--- src/rtl/red_ctrl_pkg.sv ---
// Shared types and encodings for the reduced RV32 multi-cycle controller.
// Contents: FSM state enum, instruction-class enum, decoded-field struct,
// opcode / ALUctrl / ResultSrc constants and the combinational decode helper.
package red_ctrl_pkg;

  typedef enum logic [2:0] {
    IDLE   = 3'd0,
    FETCH  = 3'd1,
    DECODE = 3'd2,
    EXEC   = 3'd3,
    MEM    = 3'd4,
    WB     = 3'd5,
    HALT   = 3'd6
  } state_t;

  localparam logic [6:0] OP_R      = 7'h33;
  localparam logic [6:0] OP_I      = 7'h13;
  localparam logic [6:0] OP_LOAD   = 7'h03;
  localparam logic [6:0] OP_STORE  = 7'h23;
  localparam logic [6:0] OP_BRANCH = 7'h63;
  localparam logic [6:0] OP_JAL    = 7'h6F;

  localparam logic [2:0] ALU_ADD = 3'b000;
  localparam logic [2:0] ALU_SUB = 3'b001;
  localparam logic [2:0] ALU_AND = 3'b010;
  localparam logic [2:0] ALU_OR  = 3'b011;
  localparam logic [2:0] ALU_SLT = 3'b101;

  localparam logic [1:0] RES_ALU = 2'b00;
  localparam logic [1:0] RES_MEM = 2'b01;
  localparam logic [1:0] RES_PC4 = 2'b10;

  // Instruction classes; R-type and addi share a sequence so they share a class.
  typedef enum logic [2:0] {
    K_ALU   = 3'd0,
    K_LOAD  = 3'd1,
    K_STORE = 3'd2,
    K_BEQ   = 3'd3,
    K_BNE   = 3'd4,
    K_JAL   = 3'd5,
    K_ILL   = 3'd6
  } kind_t;

  typedef struct packed {
    kind_t      kind;
    logic [2:0] aluctrl;
    logic       alusrc;
  } dec_t;

  // Unsupported encodings come back as K_ILL with ALUctrl/ALUsrc at zero so a
  // NOP never presents a stray operation to the datapath.
  function automatic dec_t decode(input logic [31:0] ir);
    dec_t d;
    d.kind    = K_ILL;
    d.aluctrl = ALU_ADD;
    d.alusrc  = 1'b0;
    case (ir[6:0])
      OP_R: begin
        if (ir[31:25] == 7'h00) begin
          case (ir[14:12])
            3'b000:  begin d.kind = K_ALU; d.aluctrl = ALU_ADD; end
            3'b111:  begin d.kind = K_ALU; d.aluctrl = ALU_AND; end
            3'b110:  begin d.kind = K_ALU; d.aluctrl = ALU_OR;  end
            3'b010:  begin d.kind = K_ALU; d.aluctrl = ALU_SLT; end
            default: d.kind = K_ILL;
          endcase
        end else if (ir[31:25] == 7'h20 && ir[14:12] == 3'b000) begin
          d.kind    = K_ALU;
          d.aluctrl = ALU_SUB;
        end
      end
      OP_I: begin
        if (ir[14:12] == 3'b000) begin
          d.kind   = K_ALU;
          d.alusrc = 1'b1;
        end
      end
      OP_LOAD: begin
        if (ir[14:12] == 3'b010) begin
          d.kind   = K_LOAD;
          d.alusrc = 1'b1;
        end
      end
      OP_STORE: begin
        if (ir[14:12] == 3'b010) begin
          d.kind   = K_STORE;
          d.alusrc = 1'b1;
        end
      end
      OP_BRANCH: begin
        if (ir[14:12] == 3'b000) begin
          d.kind    = K_BEQ;
          d.aluctrl = ALU_SUB;
        end else if (ir[14:12] == 3'b001) begin
          d.kind    = K_BNE;
          d.aluctrl = ALU_SUB;
        end
      end
      OP_JAL:  d.kind = K_JAL;
      default: d.kind = K_ILL;
    endcase
    return d;
  endfunction

endpackage

--- src/rtl/multicycle_ctrl_if.sv ---
// Fetch-side handshake between the instruction fetch unit and the controller.
//   instr_valid / instr : fetch presents an instruction word
//   instr_ready         : controller can accept (FETCH state)
//   PCWrite / PCSrc     : PC update strobe and select back to fetch
// master = fetch unit, slave = controller.
interface multicycle_ctrl_if #(
  parameter int DATA_WIDTH = 32
);
  logic                  instr_valid;
  logic                  instr_ready;
  logic [DATA_WIDTH-1:0] instr;
  logic                  PCWrite;
  logic                  PCSrc;

  modport master (
    output instr_valid, instr,
    input  instr_ready, PCWrite, PCSrc
  );

  modport slave (
    input  instr_valid, instr,
    output instr_ready, PCWrite, PCSrc
  );
endinterface

--- src/rtl/multicycle_ctrl_imm_ext.sv ---
// imm_ext: combinational immediate generator for the latched instruction.
//   ir  in  DATA_WIDTH  latched instruction word (RV32 layout)
//   imm out DATA_WIDTH  sign-extended I/S/B/J immediate chosen by opcode,
//                       zero for opcodes without an immediate
module imm_ext
  import red_ctrl_pkg::*;
#(
  parameter int DATA_WIDTH = 32
) (
  input  logic [DATA_WIDTH-1:0] ir,
  output logic [DATA_WIDTH-1:0] imm
);

  always_comb begin
    imm = '0;
    case (ir[6:0])
      OP_I, OP_LOAD: imm = {{20{ir[31]}}, ir[31:20]};
      OP_STORE:      imm = {{20{ir[31]}}, ir[31:25], ir[11:7]};
      OP_BRANCH:     imm = {{19{ir[31]}}, ir[31], ir[7], ir[30:25], ir[11:8], 1'b0};
      OP_JAL:        imm = {{11{ir[31]}}, ir[31], ir[19:12], ir[20], ir[30:21], 1'b0};
      default:       imm = '0;
    endcase
  end

endmodule

--- src/rtl/multicycle_ctrl.sv ---
// multicycle_ctrl: multi-cycle sequencer for the reduced RV32 datapath.
// Accepts one instruction per handshake, holds it in IR until it retires and
// drives the regfile / ALU / datamem strobes one state at a time.
// Ports:
//   clk, rst_n             clock (rising edge), async active-low reset
//   fetch (slave)          instr_valid/instr in, instr_ready/PCWrite/PCSrc out
//   Zero                   ALU zero flag (branch resolution)
//   rs1, rs2, rd           register indices from IR (DECODE..final state, else 0)
//   ImmOp                  sign-extended immediate from IR
//   ALUctrl, ALUsrc        ALU op and operand-B select
//   RegWrite, MemWrite     one-cycle write strobes in the final state
//   ResultSrc              00 ALU, 01 mem, 10 PC+4
//   busy                   controller is working on (or stuck on) an instruction
//   retired                retired-instruction count, wraps
//   illegal                only with ILLEGAL_TRAP_EN: unsupported encoding trapped
// Optional feature macro: ILLEGAL_TRAP_EN (trap on unsupported encodings
// instead of retiring them as NOPs).
//
// state  | meaning
// IDLE   | after reset, one cycle before accepting
// FETCH  | instr_ready=1, waiting for instr_valid
// DECODE | IR latched, fields presented
// EXEC   | ALU working; branch resolves and retires here
// MEM    | datamem access; sw retires here
// WB     | register writeback (R/addi/lw/jal, NOP)
// HALT   | unsupported encoding trapped, left only by reset
module multicycle_ctrl
  import red_ctrl_pkg::*;
#(
  parameter int DATA_WIDTH    = 32,
  parameter int ADDRESS_WIDTH = 5,
  parameter int ALUctrl_WIDTH = 3,
  parameter int CNT_WIDTH     = 32
) (
  input  logic                     clk,
  input  logic                     rst_n,
  multicycle_ctrl_if.slave         fetch,
  input  logic                     Zero,
  output logic [ADDRESS_WIDTH-1:0] rs1,
  output logic [ADDRESS_WIDTH-1:0] rs2,
  output logic [ADDRESS_WIDTH-1:0] rd,
  output logic [DATA_WIDTH-1:0]    ImmOp,
  output logic [ALUctrl_WIDTH-1:0] ALUctrl,
  output logic                     ALUsrc,
  output logic                     RegWrite,
  output logic                     MemWrite,
  output logic [1:0]               ResultSrc,
  output logic                     busy,
`ifdef ILLEGAL_TRAP_EN
  output logic                     illegal,
`endif
  output logic [CNT_WIDTH-1:0]     retired
);

  state_t                state, state_next;
  logic [DATA_WIDTH-1:0] ir;
  logic [DATA_WIDTH-1:0] imm_raw;
  dec_t                  dec;
  logic                  active;
  logic                  instr_ready;
  logic                  pc_write;
  logic                  pc_src;

  assign dec = decode(ir);

  imm_ext #(.DATA_WIDTH(DATA_WIDTH)) u_imm_ext (
    .ir  (ir),
    .imm (imm_raw)
  );

  always_ff @(posedge clk or negedge rst_n) begin
    if (!rst_n) begin
      state   <= IDLE;
      ir      <= '0;
      retired <= '0;
    end else begin
      state <= state_next;
      if (state == FETCH && fetch.instr_valid)
        ir <= fetch.instr;
      // PCWrite fires exactly once, in the retiring state
      if (pc_write)
        retired <= retired + CNT_WIDTH'(1);
    end
  end

  always_comb begin
    state_next  = state;
    instr_ready = 1'b0;
    pc_write    = 1'b0;
    pc_src      = 1'b0;
    RegWrite    = 1'b0;
    MemWrite    = 1'b0;
    ResultSrc   = RES_ALU;
    case (state)
      IDLE: state_next = FETCH;
      FETCH: begin
        instr_ready = 1'b1;
        if (fetch.instr_valid)
          state_next = DECODE;
      end
      DECODE: begin
        case (dec.kind)
          K_JAL: state_next = WB;
`ifdef ILLEGAL_TRAP_EN
          K_ILL: state_next = HALT;
`else
          K_ILL: state_next = WB;
`endif
          default: state_next = EXEC;
        endcase
      end
      EXEC: begin
        case (dec.kind)
          K_LOAD, K_STORE: state_next = MEM;
          K_BEQ, K_BNE: begin
            pc_write   = 1'b1;
            pc_src     = (dec.kind == K_BEQ) ? Zero : !Zero;
            state_next = FETCH;
          end
          default: state_next = WB;
        endcase
      end
      MEM: begin
        if (dec.kind == K_STORE) begin
          MemWrite   = 1'b1;
          pc_write   = 1'b1;
          state_next = FETCH;
        end else begin
          state_next = WB;
        end
      end
      WB: begin
        pc_write   = 1'b1;
        RegWrite   = (dec.kind != K_ILL);
        pc_src     = (dec.kind == K_JAL);
        if (dec.kind == K_LOAD)
          ResultSrc = RES_MEM;
        else if (dec.kind == K_JAL)
          ResultSrc = RES_PC4;
        state_next = FETCH;
      end
      HALT: state_next = HALT;
      default: state_next = IDLE;
    endcase
  end

  // Decoded fields are shown only while an instruction is in flight so that
  // reset, IDLE, FETCH and HALT all present a quiet datapath.
  assign active  = (state == DECODE) || (state == EXEC) || (state == MEM) || (state == WB);
  assign rs1     = active ? ir[19:15] : '0;
  assign rs2     = active ? ir[24:20] : '0;
  assign rd      = active ? ir[11:7]  : '0;
  assign ImmOp   = active ? imm_raw   : '0;
  assign ALUctrl = active ? dec.aluctrl : '0;
  assign ALUsrc  = active ? dec.alusrc  : 1'b0;

  assign busy = (state != FETCH) && (state != IDLE);
`ifdef ILLEGAL_TRAP_EN
  assign illegal = (state == HALT);
`endif

  assign fetch.instr_ready = instr_ready;
  assign fetch.PCWrite     = pc_write;
  assign fetch.PCSrc       = pc_src;

endmodule
--- src/flat_wrapper.sv ---
// flat-port wrapper written by rule: the top's interface ports become plain ports
module multicycle_ctrl_flat import red_ctrl_pkg::*;
#(
  parameter int DATA_WIDTH    = 32,
  parameter int ADDRESS_WIDTH = 5,
  parameter int ALUctrl_WIDTH = 3,
  parameter int CNT_WIDTH     = 32
)
  (clk, rst_n, Zero, rs1, rs2, rd, ImmOp, ALUctrl, ALUsrc, RegWrite, MemWrite, ResultSrc, busy, retired, fetch_instr_valid, fetch_instr, fetch_instr_ready, fetch_PCWrite, fetch_PCSrc);
  multicycle_ctrl_if #(.DATA_WIDTH(DATA_WIDTH)) fetch_i ();
  input  logic clk;
  input  logic rst_n;
  input  logic Zero;
  output logic [ADDRESS_WIDTH-1:0] rs1;
  output logic [ADDRESS_WIDTH-1:0] rs2;
  output logic [ADDRESS_WIDTH-1:0] rd;
  output logic [DATA_WIDTH-1:0] ImmOp;
  output logic [ALUctrl_WIDTH-1:0] ALUctrl;
  output logic ALUsrc;
  output logic RegWrite;
  output logic MemWrite;
  output logic [1:0] ResultSrc;
  output logic busy;
  output logic [CNT_WIDTH-1:0] retired;
  input wire logic [$bits(fetch_i.instr_valid)-1:0] fetch_instr_valid;
  input wire logic [$bits(fetch_i.instr)-1:0] fetch_instr;
  output wire logic [$bits(fetch_i.instr_ready)-1:0] fetch_instr_ready;
  output wire logic [$bits(fetch_i.PCWrite)-1:0] fetch_PCWrite;
  output wire logic [$bits(fetch_i.PCSrc)-1:0] fetch_PCSrc;
  assign fetch_i.instr_valid = fetch_instr_valid;
  assign fetch_i.instr = fetch_instr;
  assign fetch_instr_ready = fetch_i.instr_ready;
  assign fetch_PCWrite = fetch_i.PCWrite;
  assign fetch_PCSrc = fetch_i.PCSrc;
  multicycle_ctrl #(.DATA_WIDTH(DATA_WIDTH), .ADDRESS_WIDTH(ADDRESS_WIDTH), .ALUctrl_WIDTH(ALUctrl_WIDTH), .CNT_WIDTH(CNT_WIDTH)) u_core (.clk(clk), .rst_n(rst_n), .fetch(fetch_i), .Zero(Zero), .rs1(rs1), .rs2(rs2), .rd(rd), .ImmOp(ImmOp), .ALUctrl(ALUctrl), .ALUsrc(ALUsrc), .RegWrite(RegWrite), .MemWrite(MemWrite), .ResultSrc(ResultSrc), .busy(busy), .retired(retired));
endmodule
--- config.mk ---
export PLATFORM = sky130hd
export DESIGN_NAME = multicycle_ctrl_flat
export DESIGN_NICKNAME = d
export VERILOG_FILES = /design/src/rtl/red_ctrl_pkg.sv /design/src/rtl/multicycle_ctrl_if.sv /design/src/rtl/multicycle_ctrl_imm_ext.sv /design/src/rtl/multicycle_ctrl.sv /design/src/flat_wrapper.sv
export SDC_FILE = /design/constraint.sdc
export NUM_CORES = 1
export LEC_CHECK = 0
export ABC_AREA = 1
export BUFFER_PORTS_ARGS = -buffer_cell sky130_fd_sc_hd__buf_4
export CAP_MARGIN = 15
export CELL_PAD_IN_SITES_DETAIL_PLACEMENT = 2
export CELL_PAD_IN_SITES_GLOBAL_PLACEMENT = 2
export CORE_ASPECT_RATIO = 0.9
export CORE_UTILIZATION = 31
export CTS_CLUSTER_SIZE = 14
export DETAILED_ROUTE_END_ITERATION = 6
export PLACE_DENSITY_LB_ADDON = 0.1
export SETUP_SLACK_MARGIN = 0.4
export SYNTH_ARGS = -nofsm -noshare
export SYNTH_HDL_FRONTEND = slang
export SYNTH_SLANG_ARGS = --single-unit
--- constraint.sdc ---
create_clock -name clk -period 6 [get_ports clk]
set_input_delay 0.6 -clock clk [delete_from_list [all_inputs] [get_ports clk]]
set_output_delay 0.6 -clock clk [all_outputs]
set_load 0.005 [all_outputs]
==> Yosys cells after proc, flatten, opt, wreduce, memory -nomap -nowiden <==
Cells that the tools add are included.
{ "word_totals": {"reg_bits": 67, "inputBits": 36, "elab_cells": 86} }
{ "op_classes": {"addsub": 1, "eq_ne": 26, "muxes": 38, "reduce_logical": 18} }
{ "ops": {"columns": ["op", "n"], "rows": [
  ["$pmux W32 S4", 1],
  ["$pmux W3 S6", 2],
  ["$add A32 B1 Y32 const B", 1],
  ["$mux W32", 1],
  ["$eq A3 B3 Y1 const B", 8],
  ["$mux W3", 8],
  ["$eq A7 B6 Y1 const B", 3],
  ["$mux W5", 4],
  ["$mux W6", 3],
  ["$eq A3 B2 Y1 const B", 5],
  ["$eq A7 B7 Y1 const B", 2],
  ["$pmux W3 S2", 2],
  ["$reduce_or A2 Y1", 6],
  ["$mux W1", 10],
  ["$eq A3 B1 Y1 const B", 3],
  ["$pmux W3 S3", 1],
  ["$eq A7 B2 Y1 const B", 1],
  ["$eq A7 B5 Y1 const B", 1],
  ["$logic_not A7 Y1", 1],
  ["$logic_not A3 Y1", 2],
  ["$mux W2", 3],
  ["$pmux W1 S2", 2],
  ["$reduce_or A4 Y1", 1],
  ["$logic_and A1 B1 Y1", 3],
  ["other kinds (7)", 9]
]} }

==> Depth between registers and ports, before layout <==
{ "logic_depth": {"depth_word": 9, "ltp_mapped": 17, "ltp_nobuf": 15} }

==> Modules after synthesis <==
From an unflattened synthesis, not the netlist that was laid out.
{ "hier_totals": {"hier_cells": 701, "hier_area_um2": 4830.9} }
{ "by_module_without_submodules": {"columns": ["mod", "instances", "cells_per_inst", "area_each_um2", "seq_area_each_um2"], "rows": [
  ["multicycle_ctrl", 1, 596, 4242.8, 1676.6],
  ["imm_ext", 1, 105, 588.1, 0.0]
]} }

==> Least setup slack after synthesis <==
Ideal clock, no wire load.
{ "synth_timing": {"kind": "register -> output", "from": "register u_core.state[1]", "to": "output ImmOp[21]", "t_arrival_ps": 2082, "slack_ps": 3318, "stages_incl_launch_ff": 8, "path_cell_list": "dfrtp_1 > inv_1 > ha_1 > clkbuf_1 > nand2_1 > clkbuf_1 > nor2_1 > buf_4"} }
{ "synth_between": {"elab_chain_len": 5} }
{ "synth_rtl": {"columns": ["element", "line", "rtl"], "rows": [
  ["from (decl)", "multicycle_ctrl.sv:55", "state_t state, state_next;"],
  ["from (signal assigned)", "multicycle_ctrl.sv:77", "state <= state_next;"],
  ["$eq A3 B2 Y1", "multicycle_ctrl.sv:149", "assign active = (state == DECODE) || (state == EXEC) || (state == MEM) || (state == WB);"],
  ["$logic_or A1 B1 Y1 (2 in series)", "multicycle_ctrl.sv:149", null],
  ["$logic_or A1 B1 Y1 (*)", "multicycle_ctrl.sv:149", null],
  ["$mux W32 (*)", "multicycle_ctrl.sv:153", "assign ImmOp = active ? imm_raw : '0;"],
  ["to (decl)", "flat_wrapper.sv:17", "output logic [DATA_WIDTH-1:0] ImmOp;"]
]} }
Mark *: on every way between the ends. The rest lies on a longest branch, timed or not.

==> Worst setup path after layout <==
{ "layout_timing": {"from": "register u_core.state[2]", "to": "output ImmOp[22]"} }
The elaborated chain is that of the path after synthesis.

==> impl_metrics.csv <==
group,metric,value,unit
timing,relSlewSlack,35.0,%
global_route,grt_max_degree,68,
drt,ant_nets,0,
drt,wirelength,15500,um
power_and_ir_drop,ir_worst_vdd,163,uV
clock_network,clkTransAtPathRegs,0.06,ns
die,die_x,127,um
clock_network,insertion_delay,0.34,ns
timing,drv_slew,0,
finish,instances_no_fill,875,
timing,skew,0.00965,ns
timing,setup_violations,0,
die,fp-row-count,40,
die,ios,127,
die,core,13500,um2
timing,rsz0062_at_grt,"false",
setup_path,worst-setup-path-type,"reg -> out",
global_route,overflow,0,
yosys,yosysMostFrequentCell,"nand2_1",
drt,route.met3.wl,792,um
yosys,syn_avg_cell_area,7.28,um2
drt,via_per_inst,4.99,
power_and_ir_drop,powerDensity,366,nW/um2
drt,initialDrtViolationCount,204,
timing,timing.final.hold_violations,0,
setup_path,crit_buf_inv,2,
die,initial_utilization,32.1,%
yosys,synth_cells,595,
clock_network,cts_buffers,9,
power_and_ir_drop,p_leak,2.95,nW
clock_network,cts_tree,"built",
drt,wl_met1,7670,um
yosys,synth_flop_cell,"dfrtp_1",
finish,fillers,1557,
global_route,grt_pass1_vias,4712,
clock_network,postCtsHoldBufs,0,
drt,routed.top_layer,"met4",
yosys,yosys_warnings,0,
yosys,synthTopCellsByArea,"dfrtp_1, nand2_1, nor2_1",
setup_path,path_delay_family,"simple AND/OR/NAND/NOR gates",
finish,layout-drive-gt1-share,25.6,%
drt,wl_met2,6940,um
yosys,synth_fp_nets,634,
setup_path,worstPathRequired,5.40,ns
timing,setup_tns,0,ns
clock_network,cts_root_buf,"clkbuf_16",
yosys,yosysTopAreaCell,"dfrtp_1",
drt,wl_per_cell,17.7,um
finish,nNetsFinal,741,
drt,first_pass_iters,4,
setup_path,r2r_slack,3.23,ns
clock_network,cts_max_path_buffers,2,
setup_path,arrival,3.08,ns
min_path,hp-class,"in -> async",
place,io_buffers,126,
global_route,grt_usage,22.7,%
timing,fin_crit_sh,61.4,%
timing,fmax,272,MHz
die,die_area,14500,um2
setup_path,crit_path_max_incr_delay,0.75,ns
yosys,ys_ff_latch,67,
clock_network,ctsResizeCount,0,
finish,area_growth_syn_to_layout,29.6,%
run_status,status,"completed",
place,gp_congestion,0.862,
global_route,grt_pass1_wl,25400,um
drt,drc,0,
clock_network,h-tree-depth,3,
yosys,synth_edf_count,0,
place,place_hpwl,11800,um
die,die_y,114,um
drt,routed-via-count,4362,
job,max_cap_violations,0,
setup_path,cp_max_fo,19,
global_route,antenna_found_initial,0,
clock_network,cts_post_setup_buffers_inserted,0,
setup_path,crit_path_cell_trace,"inv_1, ha_1, nand2_1, nor2_1, buf_4",
yosys,netlist.area_leader.share,38.7,%
setup_path,crit_path_start_kind,"register",
setup_path,endpoint_kind,"output port",
finish,regArea,1680,um2
yosys,synthesis.area,4330,um2
finish,multiInputGateArea,2200,um2
place,dpl.cell_count,859,
setup_path,crit_slowest_cell,"ha_1",
yosys,yosysSeqAreaShare,38.7,%
clock_network,cts_sinks,67,
yosys,synth_common_cells,"nand2_1, nor2_1, dfrtp_1",
finish,n_antenna_cell,0,
yosys,async_flop_share,100,%
yosys,synth.distinct_cells,33,
timing,period_minus_slack,3.68,ns
timing,worst_slew_pin_slew,0.971,ns
==> worst register-to-register path, delay by kind of cell, from the launching register on <==
family	cells	cell delay, ns
buf+inv	1	0.10
flops	1	0.41
simple gates	13	2.15
==> through the flow <==
stage / setup slack (ns) / hold WS (ns) / power [mW] / instance area, um2 / util [%]
after detailed placement: 2.65 / 0.501 / 1.49 / 5300 / 39.2
after global routing: 2.06 / 0.443 / 2.20 / 5620 / 41.6
after floorplan: 3.32 / 0.304 / 1.17 / 4330 / -
final: 2.32 / 0.352 / 2.06 / 5620 / 41.6
after global placement: 2.86 / 0.498 / 1.44 / 5300 / 39.2
after CTS: 2.25 / 0.427 / 2.09 / 5620 / 41.6
==> where the power goes <==
part	total, mW	internal, mW	switching, mW
Sequential	0.701	0.579	0.122
Combinational	0.780	0.292	0.488
Clock	0.576	0.365	0.211
Total	2.06	1.24	0.821
==> per-layer routing <==
metal | track usage [%] | vias up
met4 | 4.82 | 0
met5 | 0 | -
li1 | - | 2104
met2 | 35.9 | 108
met1 | 31.8 | 2141
met3 | 5.23 | 9
==> cell families (layout without fill, tap and decap cells) <==
family,Yosys count,in the layout,share of synthesized area (%)
xor+xnor,31,31,6.26
buf+inv,100,212,10.6
flops,67,67,38.7
fa+ha+maj,3,3,0.866
mux,15,15,3.90
simple gates,335,335,33.9
compound gates,44,44,5.86
==> flip-flops by register name (all words and copies together) (netlist names) <==
register / flops
u_core.retired: 32
u_core.ir: 32
u_core.state: 3
==> placed cells by master (no fill, tap or decap), drive strengths merged <==
cell	synthesis	layout
nor3	19	19
o22ai	3	3
o211ai	1	1
nor4	8	8
nand4	10	10
a41oi	1	1
xnor2	8	8
a22oi	4	4
inv	70	70
clkinv	0	3
or2	1	1
mux2	15	15
nand3	53	53
buf	21	126
o31ai	1	1
o21ai	7	7
clkbuf	9	10
nor2	77	77
clkinvlp	0	1
ha	3	3
a21oi	27	27
bufinv	0	2
xor2	23	23
nand2	167	167
dfrtp	67	67
==> worst paths after layout <==
path,from,endpoint,depth (start not counted)
max reg2reg,u_core.ir[2]$_DFFE_PN0P_,u_core.retired[29]$_DFFE_PN0P_,14
min in group clk,fetch_instr_valid,u_core.state[0]$_DFFE_PN0P_,2
min reg2reg,u_core.retired[30]$_DFFE_PN0P_,u_core.retired[30]$_DFFE_PN0P_,2
max,u_core.state[2]$_DFFE_PN0P_,ImmOp[22],5
min,rst_n,u_core.ir[29]$_DFFE_PN0P_,1
max in group asynchronous,rst_n,u_core.ir[12]$_DFFE_PN0P_,1
==> layout make-up <==
cell class / instances / area share, %
multi-input combinational: 428 / 39.2
clock inverter: 6 / 1.60
tap: 168 / 3.74
timing repair buffer: 126 / 16.8
clock buffer: 10 / 4.08
sequential: 67 / 29.9
inverter: 70 / 4.68
Note: power is estimated with default switching activity, not from simulation.
